`src/rtl/nn_layer_sequencer.sv`:
```
// nn_layer_sequencer: runs a two-layer dense classifier (N_IN -> N_HID ReLU -> N_OUT)
// through a single shared MAC. It issues ROM addresses, accumulates products, keeps the
// hidden activations in an internal buffer and tracks the argmax of the output logits.
module nn_layer_sequencer #(
  parameter int N_IN   = 784,
  parameter int N_HID  = 32,
  parameter int N_OUT  = 10,
  parameter int DATA_W = 16,
  parameter int FRAC   = 8,
  parameter int ACC_W  = 42,
  parameter int W_AW   = 16,
  parameter int X_AW   = 10,
  parameter int B_AW   = 6
) (
  input  logic                     CLOCK_50,
  input  logic                     reset,
  input  logic                     start,
  input  logic                     abort,
  output logic [X_AW-1:0]          x_addr,
  input  logic signed [DATA_W-1:0] x_data,
  output logic [W_AW-1:0]          w_addr,
  input  logic signed [DATA_W-1:0] w_data,
  output logic [B_AW-1:0]          b_addr,
  input  logic signed [DATA_W-1:0] b_data,
  output logic                     busy,
  output logic                     done,
  output logic [3:0]               digit,
  output logic                     digit_valid
);

  localparam int STAGES = 1;  // ROM read latency seen by the MAC
  localparam int KMAX   = (N_IN > N_HID) ? N_IN : N_HID;
  localparam int JMAX   = (N_HID > N_OUT) ? N_HID : N_OUT;
  localparam int KW     = $clog2(KMAX + 1);
  localparam int JW     = $clog2(JMAX + 1);
  localparam int HW     = (N_HID > 1) ? $clog2(N_HID) : 1;
  localparam int PW     = 2 * DATA_W;

  localparam logic [KW-1:0] K1_LAST = KW'(N_IN - 1);
  localparam logic [KW-1:0] K2_LAST = KW'(N_HID - 1);
  localparam logic [JW-1:0] J1_LAST = JW'(N_HID - 1);
  localparam logic [JW-1:0] J2_LAST = JW'(N_OUT - 1);
  localparam logic signed [ACC_W-1:0] SAT_MAX = ACC_W'((1 << (DATA_W - 1)) - 1);

  typedef enum logic [2:0] {IDLE, L1_MAC, L1_WB, L2_MAC, L2_WB, DONE_S} state_t;

  state_t state, state_nx;

  logic [KW-1:0]             k;
  logic [JW-1:0]             j;
  logic [W_AW-1:0]           w_base;
  logic signed [ACC_W-1:0]   acc;
  logic signed [DATA_W-1:0]  bias_q;
  logic signed [DATA_W-1:0]  hid_q;
  logic                      first_q;
  logic                      lay_q;
  logic [STAGES-1:0]         vld_sr;
  logic [STAGES:0]           vld_pipe;
  logic signed [ACC_W-1:0]   best;
  logic [JW-1:0]             best_idx;
  logic [DATA_W-1:0]         hid_mem [N_HID];

  logic                      is_mac, is_l2, is_wb, k_last, j_last;
  logic signed [DATA_W-1:0]  in_sel, bias_now;
  logic signed [PW-1:0]      prod;
  logic signed [ACC_W-1:0]   prod_ext, bias_sh, sum, r_val;
  logic [DATA_W-1:0]         relu_sat;

  // Decode of the current state and the end-of-row / end-of-layer conditions
  always_comb begin
    is_mac = (state == L1_MAC) || (state == L2_MAC);
    is_wb  = (state == L1_WB)  || (state == L2_WB);
    is_l2  = (state == L2_MAC) || (state == L2_WB);
    k_last = (k == (is_l2 ? K2_LAST : K1_LAST));
    j_last = (j == (is_l2 ? J2_LAST : J1_LAST));
  end

  // Valid pipe: bit 0 is the address-issue cycle, bit STAGES is the data-arrival cycle
  always_comb vld_pipe = {vld_sr, is_mac};

  // MAC datapath and write-back arithmetic (Q8.8 x Q8.8 -> Q.16, back to Q.8 on write-back)
  always_comb begin
    in_sel   = lay_q ? hid_q : x_data;
    prod     = w_data * in_sel;
    prod_ext = {{(ACC_W-PW){prod[PW-1]}}, prod};
    bias_now = first_q ? b_data : bias_q;
    bias_sh  = {{(ACC_W-DATA_W-FRAC){bias_now[DATA_W-1]}}, bias_now, {FRAC{1'b0}}};
    sum      = acc + (vld_pipe[STAGES] ? prod_ext : '0) + bias_sh;
    r_val    = sum >>> FRAC;
    if (r_val[ACC_W-1])      relu_sat = '0;
    else if (r_val > SAT_MAX) relu_sat = DATA_W'(SAT_MAX);
    else                      relu_sat = r_val[DATA_W-1:0];
  end

  // State register
  always_ff @(posedge CLOCK_50 or posedge reset) begin
    if (reset) state <= IDLE;
    else       state <= state_nx;
  end

  // Next-state and combinational outputs; abort beats start and any running layer
  always_comb begin
    state_nx = state;
    busy     = (state != IDLE);
    done     = (state == DONE_S);
    x_addr   = '0;
    w_addr   = '0;
    b_addr   = '0;
    if (is_mac) begin
      x_addr = X_AW'(k);
      w_addr = w_base + W_AW'(k);
      b_addr = is_l2 ? (B_AW'(N_HID) + B_AW'(j)) : B_AW'(j);
    end
    case (state)
      IDLE:    if (start && !abort) state_nx = L1_MAC;
      L1_MAC:  if (abort) state_nx = IDLE; else if (k_last) state_nx = L1_WB;
      L1_WB:   if (abort) state_nx = IDLE; else state_nx = j_last ? L2_MAC : L1_MAC;
      L2_MAC:  if (abort) state_nx = IDLE; else if (k_last) state_nx = L2_WB;
      L2_WB:   if (abort) state_nx = IDLE; else state_nx = j_last ? DONE_S : L2_MAC;
      DONE_S:  state_nx = IDLE;
      default: state_nx = IDLE;
    endcase
  end

  // Counters, ROM base and the one-cycle-late MAC pipeline
  always_ff @(posedge CLOCK_50 or posedge reset) begin
    if (reset) begin
      k       <= '0;
      j       <= '0;
      w_base  <= '0;
      acc     <= '0;
      bias_q  <= '0;
      hid_q   <= '0;
      first_q <= 1'b0;
      lay_q   <= 1'b0;
      vld_sr  <= '0;
    end else begin
      vld_sr  <= vld_pipe[STAGES-1:0];
      first_q <= is_mac && (k == '0);
      lay_q   <= (state == L2_MAC);
      hid_q   <= DATA_W'(hid_mem[k[HW-1:0]]);
      if (vld_pipe[STAGES] && first_q) bias_q <= b_data;
      if (state == IDLE) begin
        k      <= '0;
        j      <= '0;
        w_base <= '0;
        acc    <= '0;
      end else if (is_mac) begin
        k <= k_last ? '0 : k + 1'b1;
        if (vld_pipe[STAGES]) acc <= acc + prod_ext;
      end else if (is_wb) begin
        k      <= '0;
        j      <= j_last ? '0 : j + 1'b1;
        w_base <= w_base + (is_l2 ? W_AW'(N_HID) : W_AW'(N_IN));
        acc    <= '0;
      end
    end
  end

  // Hidden buffer write and running argmax; ties keep the lowest index
  always_ff @(posedge CLOCK_50 or posedge reset) begin
    if (reset) begin
      for (int i = 0; i < N_HID; i++) hid_mem[i] <= '0;
      best     <= '0;
      best_idx <= '0;
    end else begin
      if (state == L1_WB) hid_mem[j[HW-1:0]] <= relu_sat;
      if (state == L2_WB && ((j == '0) || (r_val > best))) begin
        best     <= r_val;
        best_idx <= j;
      end
    end
  end

  // Result register: cleared when a new inference starts, loaded on completion
  always_ff @(posedge CLOCK_50 or posedge reset) begin
    if (reset) begin
      digit       <= '0;
      digit_valid <= 1'b0;
    end else if (state == IDLE && start && !abort) begin
      digit_valid <= 1'b0;
    end else if (state == DONE_S) begin
      digit       <= 4'(best_idx);
      digit_valid <= 1'b1;
    end
  end

endmodule

```
`config.mk`:
```
export PLATFORM = sky130hd
export DESIGN_NAME = nn_layer_sequencer
export DESIGN_NICKNAME = d
export VERILOG_FILES = /design/src/rtl/nn_layer_sequencer.sv
export SDC_FILE = /design/constraint.sdc
export NUM_CORES = 2
export LEC_CHECK = 0
export CORE_ASPECT_RATIO = 1.1
export CORE_MARGIN = 3
export CORE_UTILIZATION = 55
export DETAILED_ROUTE_END_ITERATION = 12
export PLACE_DENSITY = 0.7
export SYNTH_ARGS = -nofsm -noshare
export SYNTH_HDL_FRONTEND = slang
export SYNTH_SLANG_ARGS = --single-unit
```
`constraint.sdc`:
```
create_clock -name CLOCK_50 -period 47.2 [get_ports CLOCK_50]
set_input_delay 9.44 -clock CLOCK_50 [delete_from_list [all_inputs] [get_ports CLOCK_50]]
set_output_delay 9.44 -clock CLOCK_50 [all_outputs]
set_load 0.005 [all_outputs]
```
# Word-level counts from Yosys, hierarchy flattened
# Index checks and enable logic that the tools add are counted.
# op_classes
n_bitwise,3
n_mux,45
eq_ne,12
magnitude_cmp,5
add_sub_neg,8
n_reduce_logical,23
n_mul,1
# op_table
operator,n
$bwmux 512,1
$mux 42,5
$mux 16,11
$add 42x42->42,2
$bmux 16 s5,1
$demux 16 s5,1
$mux 10,7
$add 42x32->42,1
$mux 6,6
$gt 34x16->1 const B,1
$gt 34x34->1,1
$add 16x10->16,2
$mul 16x16->32,1
$mux 3,7
$pmux 3 s5,1
$ge 6x6->1 const B,2
$not 5->6,2
$add 10x1->10 const B,1
$eq 10x10->1,1
$logic_not 10->1,1
$logic_and 1x1->1,7
$add 6x1->6 const B,1
$add 6x6->6 const A,1
$eq 3x2->1 const B,2
20 further kinds,31
# totals
wordCells,143
in_bits,52
register_bits,667

# Longest topological paths before layout
# logic_depth
word_depth,9
mapped_depth,49

# Least setup slack after synthesis
# No wires, ideal clock.
# synth_path
kind,input to register
from,in x_data[4]
to,reg best[1]
arrival_ns,20.540
cell_stages,42
setup_time_ns,0.127
path_buffers,5
path_slack_ns,26.533
path_cell_list,mux2i_1 > clkbuf_1 > nor2b_1 > fa_1 > inv_1 > fa_1 > fa_1 > inv_1 > fa_1 > fa_1 > inv_1 > fa_1 > inv_1 > ha_1 > or4_1 > o21ai_0 > o211ai_1 > a41oi_2 > (+6 left out) > nand2_1 > o21ai_0 > a2111oi_0 > o31ai_1 > a211o_1 > a31oi_1 > o21bai_1 > xnor2_1 > xnor2_1 > buf_2 > ha_1 > o21ai_0 > a211oi_1 > o211ai_1 > o221ai_2 > buf_6 > buf_6 > mux2_1
# synth_between
elab_chain_cells,8
# synth_rtl
item,line,rtl
start: declaration,20,"input logic signed [DATA_W-1:0] x_data,"
$mux 16,83,in_sel = lay_q ? hid_q : x_data;
$mul 16x16->32,84,prod = w_data * in_sel;
$mux 42,88,sum = acc + (vld_pipe[STAGES] ? prod_ext : '0) + bias_sh;
$add 42x42->42 (2 in series),88,
net sum[41],66,"logic signed [ACC_W-1:0] prod_ext, bias_sh, sum, r_val;"
$gt 34x34->1,168,if (state == L2_WB && ((j == '0) || (r_val > best))) begin
$logic_or 1x1->1,168,
$logic_and 1x1->1,168,
end signal: assignment,169,best <= r_val;
end: declaration,59,logic signed [ACC_W-1:0] best;
# The timed path passes the listed nets, and every way through them passes these cells.
# A chain may end at the register's enable or synchronous reset.

# Worst setup path in the final report
# layout_path
from,in x_data[2]
to,reg best[23]
# layout_between
elab_chain_cells,8
# layout_rtl
item,line
$mux 16 *,83
$mul 16x16->32 *,84
$mux 42 *,88
$add 42x42->42 * (2 in series),88
$gt 34x34->1,168
$logic_or 1x1->1,168
$logic_and 1x1->1,168
# Every way passes the cells marked *; elsewhere a longest branch is shown, timed or not.

==> reports/summary.json <==
{
  "cpMaxStageDelayCell": "fa_1",
  "floorplan.initialDensity": 0.557,
  "clk-insertion-delay-late_ps": 660,
  "antenna_found_initial": 4,
  "io-pin-count": 91,
  "die_x_um": 279,
  "yosys-top-cells-area": "dfrtp_1 (37%), fa_1 (13%), a22o_1 (9.4%)",
  "gr-usage-all-layers": 0.282,
  "critical_path_peak_fanout": 38,
  "detail-route-antenna-nets": 0,
  "floorplan.die_area_um2": 85200,
  "grt-ovfl-total": 0,
  "worst_min_delay_path_class": "reg -> reg",
  "final.setup_skew_ps": 75.6,
  "totalNegativeSetupSlack_ps": 0,
  "place.port_buffers": 90,
  "netlist.area_leader.share": 0.369,
  "largest_net_degree_at_the_start_of_global_routing": 175,
  "clkSinkCount": 663,
  "timing.setup.critical_path_class": "in -> reg",
  "yosysSeqAreaShare": 0.369,
  "worstSetupStartpointType": "input port",
  "post_route_cells_drive_above_1_share": 0.119,
  "max-clock-path-buffers": 3,
  "dieHeight_um": 306,
  "grt_pass1_vias": 32300,
  "finalCoreUtilization": 0.608,
  "holdWs_ps": 478,
  "path_clk_slew_ps": 60,
  "number_of_rows_created_at_floorplan": 109,
  "final_report_hold_violation_count": 0,
  "yosys_most_used_dff": "dfrtp_1",
  "initialDrtViolationCount": 2528,
  "distinct_cell_type_count_after_synthesis": 83,
  "synth_edf_count": 0,
  "avgViaCountPerCell": 6.31,
  "max_freq_ghz": 0.0458,
  "htree_num_levels": 3,
  "run_status": "finished clean",
  "timing.critical_path.to_type": "register",
  "gpl.final_weighted_congestion": 0.908,
  "post-dp-hpwl_um": 82600,
  "fin_nets": 4452,
  "ys_warn_count": 0,
  "cts_inserted_buffers": 73,
  "average_size_of_a_mapped_cell_um2": 11.4,
  "worstMarginPinSlew_ps": 1200,
  "tritoncts": "done",
  "synth_area_leader_cell": "dfrtp_1",
  "timing.critical_path.required_ps": 47710,
  "final-max-slew-violation-count": 0,
  "firstDrtPassIters": 5,
  "critical-path-top-cell-by-count": "fa_1",
  "synth_register_bits": 663,
  "diodes": 0,
  "post_synth_inst_count": 3934,
  "arrival_ps": 22330,
  "syn2layout_area_growth_pct": 9.19,
  "cts.hold.buffers_added": 0,
  "cts_root_buf": "clkbuf_16",
  "post_cts_buffers": 0,
  "synth-async-reset-ratio": 1.00,
  "routed_wl_um": 118000,
  "drc": 0,
  "syn_area_um2": 44900,
  "cells_resized_by_post_cts_repair": 0,
  "cap_viol_max_count": 0,
  "vias": 31500,
  "timing.slew.headroom": 0.197,
  "syn-num-nets": 4499,
  "core_region_area_um2": 80700,
  "routedWlPerCell_um": 23.7,
  "grt_pass1_wl_um": 187000,
  "period_share": 0.462,
  "critical_path.max_stage_delay_ps": 880,
  "finalSetupViolCount": 0,
  "rsz0062_at_grt": "no",
  "final.min_clock_period_ps": 21810
}
## synthesized netlist by cell type, types with 21 or more instances
| library cell | n |
|---|---|
| a21o_1 | 63 |
| a21oi_1 | 111 |
| a22o_1 | 483 |
| and2_1 | 147 |
| and3_1 | 25 |
| buf_2 | 61 |
| clkbuf_1 | 173 |
| dfrtp_1 | 663 |
| fa_1 | 297 |
| ha_1 | 216 |
| inv_1 | 365 |
| mux2_2 | 81 |
| mux4_2 | 160 |
| nand2_1 | 265 |
| nand2b_1 | 27 |
| nand3_1 | 32 |
| nand4_1 | 21 |
| nor2_1 | 112 |
| nor2_2 | 28 |
| nor2b_1 | 76 |
| nor3_1 | 23 |
| o21ai_0 | 112 |
| xnor2_1 | 80 |
| xor2_1 | 46 |
## stage by stage
step           area [um^2]  worst slack, ps  instances
3_5_place_dp         46500            24800       4866
2_1_floorplan        44900            19180       3934
4_1_cts              49100            25420       4998
6_report             49100            25390       4998
5_1_grt              49100            24650       4998
3_3_place_gp         46500            25030       4866
## registers in the layout, summed over array words and instances (netlist names), 6 cells and up
signal	count
acc	42
best	34
bias_q	16
hid_mem	512
hid_q	16
j	6
k	10
w_base	12
## worst max-delay path: cells and delay by family
kind                       cells  cell delay, ps
muxes                          2             830
buffers and inverters          8            1960
adders and majority gates     10            4940
xor gates and xnor gates       2             380
AOI/OAI and AO/OA             16            3520
and+or+nand+nor                3            1200
## logic make-up (layout without fill, tap and decap cells)
logic type      after synthesis  count (layout)  synth area share
compound gates              921             921             0.158
xor+xnor                    129             129            0.0259
fa+ha+maj                   513             513             0.192
buf+inv                     626             636            0.0554
flops                       663             663             0.369
mux                         269             269             0.107
simple gates                813             813            0.0917
## layer usage
layer / part of all wire / track usage / vias to the layer above
li1: - / - / 13800
met1: 0.41 / 0.385 / 16400
met2: 0.47 / 0.444 / 1110
met3: 0.070 / 0.0555 / 222
met4: 0.049 / 0.124 / 0
met5: 0 / 0 / -
## area by class of cell
type / count / area [um^2]
clock buffers: 96 / 2050
clock inverters: 36 / 554
fillers: 6485 / 31700
inverters: 366 / 1380
multi-input cells: 2645 / 25900
flip-flops and latches: 663 / 16600
well taps: 1054 / 1320
repair buffers: 138 / 1270
## layout by cell type, fill, tap and decap left out, types with 9 or more instances in the layout
cell type          n
a21o_1            63
nand4_1           21
and2_1           147
buf_4             47
or3_1             19
nand2b_1          27
and3_1            25
a22o_1           483
fa_1             297
nor2b_1           76
nor2_1           112
mux2i_1            9
clkbuf_16         73
a21oi_1          110
mux2_1            19
clkbuf_8          14
nor3_1            23
o21bai_1          17
mux2_2            81
nand2_1          265
nor2_2            28
clkinv_2          13
nand3_1           32
o21ai_0          112
o31ai_1           11
mux4_2           160
dfrtp_1          659
xnor2_1           79
xor2_1            46
inv_1            364
ha_1             216
clkdlybuf4s50_1   90
clkbuf_1           9
a31oi_1           15
o21a_1            11
## final timing paths
| path | startpoint | endpoint | slack, ps | cells past startpoint |
|---|---|---|---|---|
| setup / recovery | x_data[2] | best[23]$_DFFE_PP0P_ | 25390 | 41 |
| hold / removal | hid_mem[207]$_DFFE_PP0P_ | hid_mem[207]$_DFFE_PP0P_ | 480 | 1 |
| setup reg to reg | lay_q$_DFF_PP0_ | best[23]$_DFFE_PP0P_ | 33700 | 40 |
| hold reg to reg | hid_mem[207]$_DFFE_PP0P_ | hid_mem[207]$_DFFE_PP0P_ | 480 | 1 |
| max in group asynchronous | reset | hid_mem[494]$_DFFE_PP0P_ | 35290 | 4 |
| min in group asynchronous | reset | best[17]$_DFFE_PP0P_ | 9430 | 2 |
Power is left out: the tool's default activity adds up to more than one toggle a clock period on the data nets, which glitch-free logic cannot reach.
